==> src/rtl/uart_rx_fifo.sv <==
// Receive FIFO for a UART: show-ahead head entry, overrun/trigger/RTS status and,
// when UART_RX_TIMEOUT_EN is defined, a character-timeout flag driven by an idle counter.
module uart_rx_fifo #(
    parameter int DEPTH          = 16,
    parameter int TIMEOUT_CYCLES = 2000
) (
    input  logic                       clk,
    input  logic                       rst,
    input  logic                       wr_valid_i,
    input  logic [7:0]                 wr_data_i,
    input  logic                       wr_perr_i,
    input  logic                       wr_ferr_i,
    input  logic                       pop_i,
    input  logic                       flush_i,
    input  logic [1:0]                 trig_level_i,
    input  logic                       hf_en_i,
    input  logic                       force_rts_i,
    output logic [7:0]                 rd_data_o,
    output logic                       rd_perr_o,
    output logic                       rd_ferr_o,
    output logic                       empty_o,
    output logic                       full_o,
    output logic [$clog2(DEPTH):0]     count_o,
    output logic                       overrun_o,
    output logic                       trig_o,
    output logic                       rts_n_o,
    output logic                       timeout_o
);
    localparam int AW = $clog2(DEPTH);
    localparam int CW = AW + 1;

    logic [9:0]    mem_q [DEPTH];
    logic [AW-1:0] wr_ptr_q, wr_ptr_d;
    logic [AW-1:0] rd_ptr_q, rd_ptr_d;
    logic [CW-1:0] count_q, count_d;
    logic          overrun_q, overrun_d;
    logic          trig_q, trig_d;
    logic          rts_n_q, rts_n_d;
    logic          push_ok, pop_ok;
    logic [CW-1:0] thr;
    logic [9:0]    head;

    always_comb begin
        thr = CW'(1);
        case (trig_level_i)
            2'b00:   thr = CW'(1);
            2'b01:   thr = CW'(4);
            2'b10:   thr = CW'(8);
            default: thr = CW'(DEPTH - 2);
        endcase
    end

    // A pop on a full FIFO frees the slot the same-cycle push lands in.
    always_comb begin
        pop_ok    = pop_i && (count_q != '0) && !flush_i;
        push_ok   = wr_valid_i && !flush_i && ((count_q != CW'(DEPTH)) || pop_ok);
        wr_ptr_d  = wr_ptr_q;
        rd_ptr_d  = rd_ptr_q;
        count_d   = count_q;
        overrun_d = 1'b0;
        if (flush_i) begin
            wr_ptr_d = '0;
            rd_ptr_d = '0;
            count_d  = '0;
        end else begin
            if (push_ok) wr_ptr_d = wr_ptr_q + AW'(1);
            if (pop_ok)  rd_ptr_d = rd_ptr_q + AW'(1);
            if (push_ok && !pop_ok)      count_d = count_q + CW'(1);
            else if (pop_ok && !push_ok) count_d = count_q - CW'(1);
            overrun_d = wr_valid_i && !push_ok;
        end
        trig_d  = (count_d >= thr);
        rts_n_d = hf_en_i && (force_rts_i || (count_d >= thr));
    end

    always_ff @(posedge clk or posedge rst) begin
        if (rst) begin
            wr_ptr_q  <= '0;
            rd_ptr_q  <= '0;
            count_q   <= '0;
            overrun_q <= 1'b0;
            trig_q    <= 1'b0;
            rts_n_q   <= 1'b0;
        end else begin
            wr_ptr_q  <= wr_ptr_d;
            rd_ptr_q  <= rd_ptr_d;
            count_q   <= count_d;
            overrun_q <= overrun_d;
            trig_q    <= trig_d;
            rts_n_q   <= rts_n_d;
        end
    end

    always_ff @(posedge clk) begin
        if (push_ok) mem_q[wr_ptr_q] <= {wr_ferr_i, wr_perr_i, wr_data_i};
    end

    assign head      = mem_q[rd_ptr_q];
    assign rd_data_o = head[7:0];
    assign rd_perr_o = head[8];
    assign rd_ferr_o = head[9];
    assign empty_o   = (count_q == '0);
    assign full_o    = (count_q == CW'(DEPTH));
    assign count_o   = count_q;
    assign overrun_o = overrun_q;
    assign trig_o    = trig_q;
    assign rts_n_o   = rts_n_q;

`ifdef UART_RX_TIMEOUT_EN
    localparam int IW = $clog2(TIMEOUT_CYCLES + 1);

    logic [IW-1:0] idle_q, idle_d;
    logic          timeout_q, timeout_d;

    // The counter saturates at TIMEOUT_CYCLES-1 so the flag holds until activity.
    always_comb begin
        idle_d    = idle_q;
        timeout_d = timeout_q;
        if (push_ok || pop_ok || flush_i) begin
            idle_d    = '0;
            timeout_d = 1'b0;
        end else if (count_q == '0) begin
            idle_d = '0;
        end else if (idle_q == IW'(TIMEOUT_CYCLES - 1)) begin
            timeout_d = 1'b1;
        end else begin
            idle_d = idle_q + IW'(1);
        end
    end

    always_ff @(posedge clk or posedge rst) begin
        if (rst) begin
            idle_q    <= '0;
            timeout_q <= 1'b0;
        end else begin
            idle_q    <= idle_d;
            timeout_q <= timeout_d;
        end
    end

    assign timeout_o = timeout_q;
`else
    assign timeout_o = 1'b0;
`endif

endmodule

==> config.mk <==
export PLATFORM = sky130hd
export DESIGN_NAME = uart_rx_fifo
export DESIGN_NICKNAME = d
export VERILOG_FILES = /design/src/rtl/uart_rx_fifo.sv
export SDC_FILE = /design/constraint.sdc
export NUM_CORES = 1
export LEC_CHECK = 0
export BUFFER_PORTS_ARGS = -buffer_cell sky130_fd_sc_hd__buf_2
export CORE_MARGIN = 4
export CORE_UTILIZATION = 41
export DETAILED_ROUTE_END_ITERATION = 16
export PLACE_DENSITY = 0.6
export SYNTH_ARGS = -nofsm -noshare
export SYNTH_HDL_FRONTEND = slang
export SYNTH_SLANG_ARGS = --single-unit
==> constraint.sdc <==
create_clock -name clk -period 3.8 [get_ports clk]
set_input_delay 0.76 -clock clk [delete_from_list [all_inputs] [get_ports clk]]
set_output_delay 0.76 -clock clk [all_outputs]
set_load 0.01 [all_outputs]
==> results.yml, run 1 <==
synth:
  ys_ff_latch: 176
  synth_area_leader_cell: "edfxtp_1"
  syn-num-nets: 445
  syn_inst: 414
  async_reset_ff_share_pct: 9.091
  postSynthAreaPerCell_um2: 17.71
  syn_area_mm2: 0.007331
  yosys.cell_types.count: 48
  yosysTopAreaCellShare_pct: 65.54
  yosysWarnings: 0
  yosysSeqAreaShare_pct: 71.00
  synth_area_leaders: "edfxtp_1 (66%), mux4_2 (9.2%), dfrtp_1 (5.5%)"
  synthFlopType: "edfxtp_1"
  synth-edff-count: 160
clock_network:
  cts.sinks: 176
  worstSkewPairLatency_ps: 420
  cts_buffers: 17
  cts_resized: 0
  cts_root_buf: "clkbuf_16"
  cts_tree: "done"
  cts_max_path_buffers: 2
  cts.htree.levels: 4
  cts_setup_buffers: 0
  holdBufCountCts: 0
  clk_pin_slew_ps: 60
detailed_routing:
  wirelength_um: 14650
  vias_per_cell: 5.426
  drt_pass1_iterations: 4
  ant_nets: 0
  post_drt_wl_per_cell_um: 21.14
  drtIter0Drc: 268
  vias: 3760
  drc: 0
power_and_ir_drop:
  p_per_area_mw_per_mm2: 533.2
  p_switching_mw: 1.006
  comb_power_share_pct: 13.0
  p_sw_share_pct: 22.80
  intPower_mw: 3.407
  clockPowerShare_pct: 36.6
  seq_power_share_pct: 50.4
  leakage_nw: 2.818
  ir_drop_uv: 318.1
  fin_total_pwr_mw: 4.414
layout:
  num_antenna_cells: 0
  layout_common_cells: "edfxtp_1 (160), buf_2 (38), mux4_2 (30)"
  syn_to_final_growth_pct: 12.92
  seq_area_mm2: 0.005209
  instances_no_fill: 693
  n_fill_cell: 1482
  final_common_cell: "edfxtp_1"
  nets: 488
  multiInputGateArea_mm2: 0.001972
  layout-drive-gt1-share_pct: 22.65
setup_path:
  crit_path_end_kind: "output pin"
  endpoint: "rd_data_o[6]"
  r2r_cells: 12
  path_max_fanout: 31
  worstPathRequired_ps: 3040
  worstReg2RegStart: "count_o[0]$_DFF_PP0_"
  worst-setup-path-type: "register to output pin"
  arrival_ps: 2590
  crit_start: "rd_ptr_q[0]$_DFFE_PP0P_"
  timing.rr.end: "rts_n_o$_DFF_PP0_"
  cp-start-kind: "register"
  worst-r2r-setup-slack_ps: 870
global_routing:
  grt_pass1_wl_um: 23330
  antenna_found_initial: 0
  grt_use_total_pct: 15.57
  gr-total-overflow: 0
  grt_pass1_vias: 3941
  grt_max_degree: 32
place:
  gp_congestion: 0.7912
  post-place-cells: 663
  place_hpwl_um: 9479
  io_buffers: 38
sta:
  relSlewSlack_pct: 40.43
  finClkSkew_ps: 8.954
  min_period_ps: 3351
  report.final.hold_viol_count: 0
  timing.fmax_mhz: 298.4
  period_share_pct: 88.19
  setup_viol: 0
  worst_pin_slew_ps: 893.5
  rsz0062_at_grt: "no"
  setup_tns_ps: 0
  maxSlewViolCount: 0
run_status:
  status: "completed"
die:
  ioPinCount: 40
  die-area_mm2: 0.02008
  die-height_um: 141.7
  core_area_mm2: 0.01742
  die_x_um: 141.7
  rows: 48
  initial_utilization_pct: 42.09
min_path:
  hold_path_class: "input port to async pin"
run:
  drv_cap: 0
## logic make-up (layout without fill, tap and decap cells)
logic type | count (synthesis) | after routing | synth area share, %
flip-flops | 176 | 176 | 71.00
AND/OR/NAND/NOR | 82 | 82 | 6.332
multiplexers | 53 | 53 | 12.43
AO/OA/AOI/OAI | 51 | 51 | 5.086
buffers and inverters | 31 | 85 | 2.099
adder cells (fa/ha/maj) | 12 | 12 | 2.048
XOR/XNOR | 8 | 8 | 0.9558
other | 1 | 1 | 0.05115
## critical path, cell delays in order (launching register included)
cell	delay [ps]
dfrtp_4	790
buf_4	300
mux4_2	520
nor2b_1	150
a221o_1	270
buf_2	140
## per-stage QoR
stage	cell area, um2	worst slack, ps	hold WS, ps	utilization [%]
final	8278	448.8	439.5	47.53
after global routing	8278	247.8	483.7	47.53
after CTS	8278	363.7	448.4	47.53
after detailed placement	7742	823.8	608.0	44.45
after global placement	7742	823.2	593.7	44.45
after floorplan	7331	1088	563.2	-
## cells in the mapped netlist (6+ instances only)
library cell	n
a221oi_1	6
nor2b_1	12
o21ai_0	9
mux4_2	30
nor2_1	17
mux2i_1	19
ha_1	12
a21oi_1	10
clkbuf_1	11
a21o_1	7
dfrtp_1	16
nand2_1	10
nand2b_1	7
a221o_1	6
inv_1	10
edfxtp_1	160
and2_1	13
## registers in the layout, indices dropped and copies added (netlist names)
signal     count
wr_ptr_q       4
count_o        5
rts_n_o        1
rd_ptr_q       4
trig_o         1
mem_q        160
overrun_o      1
## power groups by stage
stage | registers, mW | logic, mW | clock network [mW]
after global routing | 2.23 | 0.629 | 1.73
after floorplan | 2.21 | 0.478 | 0
final | 2.22 | 0.576 | 1.62
after global placement | 2.27 | 0.572 | 0
after detailed placement | 2.27 | 0.582 | 0
after CTS | 2.23 | 0.583 | 1.65
## per-layer routing
metal	up-vias	global-route usage [%]	share of wire [%]
li1	1715	-	-
met1	1937	22.01	45
met2	93	24.04	48
met3	15	3.370	5.1
met4	0	5.404	1.4
met5	-	0	0
## how the worst min path moves through the flow
| stage | start | to | slack, ps | depth (start not counted) |
|---|---|---|---|---|
| after floorplan | wr_ptr_q[1]$_DFFE_PP0P_ | wr_ptr_q[1]$_DFFE_PP0P_ | 560 | 2 |
| after CTS | rst | count_o[0]$_DFF_PP0_ | 450 | 2 |
| after global routing | rst | count_o[0]$_DFF_PP0_ | 480 | 2 |
| after global placement | wr_ptr_q[3]$_DFFE_PP0P_ | wr_ptr_q[3]$_DFFE_PP0P_ | 590 | 2 |
| final | rst | count_o[0]$_DFF_PP0_ | 440 | 2 |
| after detailed placement | wr_ptr_q[3]$_DFFE_PP0P_ | wr_ptr_q[3]$_DFFE_PP0P_ | 610 | 2 |
## layout make-up
cell class                 count  area share, %
clock inverter                 8          1.103
sequential                   176          62.92
multi-input combinational    207          23.82
tap                          225          3.401
inverter                      10         0.4534
timing repair buffer          45          2.932
clock buffer                  22          5.366
No activity file was read; power rests on OpenSTA's default activity.
==> inputs of run 2 (changes only) <==
--- a/config.mk
+++ b/config.mk
@@ -9,7 +9,7 @@
 export CORE_MARGIN = 4
 export CORE_UTILIZATION = 41
 export DETAILED_ROUTE_END_ITERATION = 16
-export PLACE_DENSITY = 0.6
+export PLACE_DENSITY = 0.55
 export SYNTH_ARGS = -nofsm -noshare
 export SYNTH_HDL_FRONTEND = slang
 export SYNTH_SLANG_ARGS = --single-unit
==> run 2 against run 1 <==
Effect of this change: cell area is 0.29% higher; fmax is 2.4% higher; via count is 0.98% higher; combinational power is 5.2% higher; clock skew is 0.57 ps lower; utilization is 0.14 points higher; setup slack better by 78 ps; flip-flop and latch count stayed put; critical path depth stayed put; non-clock buffer count is 1 higher; first-iteration DRC count is 28% lower; largest power group unchanged.
==> results.yml, run 2 (synthesis gave the netlist of run 1 again) <==
setup_path:
  critical_path.cell_chain: "buf_4 > mux4_2 > a21o_1 > a221o_1 > buf_2"
  slowest_stage: "dfrtp_4"
  cp-start-kind: "register"
  worst-setup-path-type: "register to output pin"
  worst-r2r-setup-slack_ps: 840
  max_stage_delay_ps: 660
  r2r_cells: 11
  crit_path_end_kind: "output pin"
  path_max_fanout: 21
  worstPathRequired_ps: 3040
  arrival_ps: 2510
detailed_routing:
  vias: 3797
  vias_per_cell: 5.463
  drc: 0
  drt_pass1_iterations: 4
  post_drt_wl_per_cell_um: 22.01
  wirelength_um: 15300
  drtIter0Drc: 193
  ant_nets: 0
clock_network:
  clk_pin_slew_ps: 60
  cts_tree: "done"
  worstSkewPairLatency_ps: 420
  cts_resized: 0
  cts_setup_buffers: 0
  cts.htree.levels: 4
  cts.sinks: 176
  holdBufCountCts: 0
  cts_buffers: 17
  cts_max_path_buffers: 2
  cts_root_buf: "clkbuf_16"
die:
  rows: 48
  initial_utilization_pct: 42.09
  die-height_um: 141.7
  core_area_mm2: 0.01742
  ioPinCount: 40
  die-area_mm2: 0.02008
  die_x_um: 141.7
sta:
  relSlewSlack_pct: 38.56
  worst_pin_slew_ps: 921.6
  maxSlewViolCount: 0
  report.final.hold_viol_count: 0
  period_share_pct: 86.14
  hold-worst-slack_ps: 430.3
  min_period_ps: 3273
  finClkSkew_ps: 8.386
  setup_viol: 0
  setup_tns_ps: 0
  timing.fmax_mhz: 305.5
  rsz0062_at_grt: "no"
place:
  place_hpwl_um: 9737
  gp_congestion: 0.7586
  io_buffers: 38
global_routing:
  grt_pass1_vias: 3943
  antenna_found_initial: 0
  gr-total-overflow: 0
  grt_use_total_pct: 16.08
  grt_max_degree: 24
  grt_pass1_wl_um: 23620
layout:
  layout-drive-gt1-share_pct: 22.98
  n_fill_cell: 1505
  largest_reg_flops: 160
  final_common_cell: "edfxtp_1"
  nets: 489
  largest-register: "mem_q"
  syn_to_final_growth_pct: 13.24
  layout_common_cells: "edfxtp_1 (160), buf_2 (38), mux4_2 (30)"
  num_antenna_cells: 0
power_and_ir_drop:
  leakage_nw: 2.829
  p_per_area_mw_per_mm2: 535.3
  ir_drop_uv: 325.5
run_status:
  status: "completed"
min_path:
  hold_path_class: "input port to async pin"
run:
  drv_cap: 0
run 2: cell count changes in the layout (fill, tap and decap cells not counted):
| cell | change |
|---|---|
| buf_4 | +1 |
| clkbuf_1 | -4 |
| clkinv_2 | -2 |
| clkinv_1 | +4 |
| clkinv_4 | +3 |
run 2: per-layer routing:
metal	global-route usage, %	vias up	share of wire [%]
met3	3.438	21	3.5
met4	5.000	0	1.5
met5	0	-	0
met1	22.28	1976	46
met2	25.66	77	49
li1	-	1723	-
run 2: path summary, 6_finish.rpt:
check | start | endpoint
max in group asynchronous | rst | rd_ptr_q[0]$_DFFE_PP0P_
max reg2reg | count_o[0]$_DFF_PP0_ | rts_n_o$_DFF_PP0_
min in group clk | hf_en_i | rts_n_o$_DFF_PP0_
max | rd_ptr_q[0]$_DFFE_PP0P_ | rd_data_o[5]
min reg2reg | wr_ptr_q[3]$_DFFE_PP0P_ | wr_ptr_q[3]$_DFFE_PP0P_
min | rst | wr_ptr_q[0]$_DFFE_PP0P_
run 2: worst max-delay path: cells and delay by family, from the launching register on:
family | cells | cell delay (ps)
buffers and inverters | 2 | 430
multiplexers | 1 | 510
flip-flops | 1 | 660
AO/OA/AOI/OAI | 2 | 500
run 2: metrics by stage:
| step | worst slack (ps) | utilization (%) | cell area (um2) | power [mW] | std cells |
|---|---|---|---|---|---|
| after floorplan | 1088 | - | 7331 | 2.686 | 414 |
| after detailed placement | 844.4 | 44.50 | 7750 | 2.860 | 664 |
| after global routing | 393.3 | 47.67 | 8302 | 4.626 | 695 |
| final | 526.8 | 47.67 | 8302 | 4.444 | 695 |
| after CTS | 473.9 | 47.67 | 8302 | 4.487 | 695 |
| after global placement | 904.8 | 44.50 | 7750 | 2.848 | 664 |
run 2: layout make-up:
class,count,area [um2],share of cell area (%)
clock buffers,18,429.2,5.170
clock inverters,13,122.6,1.477
inverters,10,37.54,0.4521
multi-input cells,207,1972,23.75
flip-flops and latches,176,5209,62.74
well taps,225,281.5,3.391
repair buffers,46,250.2,3.014
run 2: power by group:
part	switching [mW]	total (mW)	internal [mW]
Clock	0.683	1.63	0.952
Sequential	0.0562	2.20	2.15
Combinational	0.294	0.606	0.312
Total	1.03	4.44	3.41
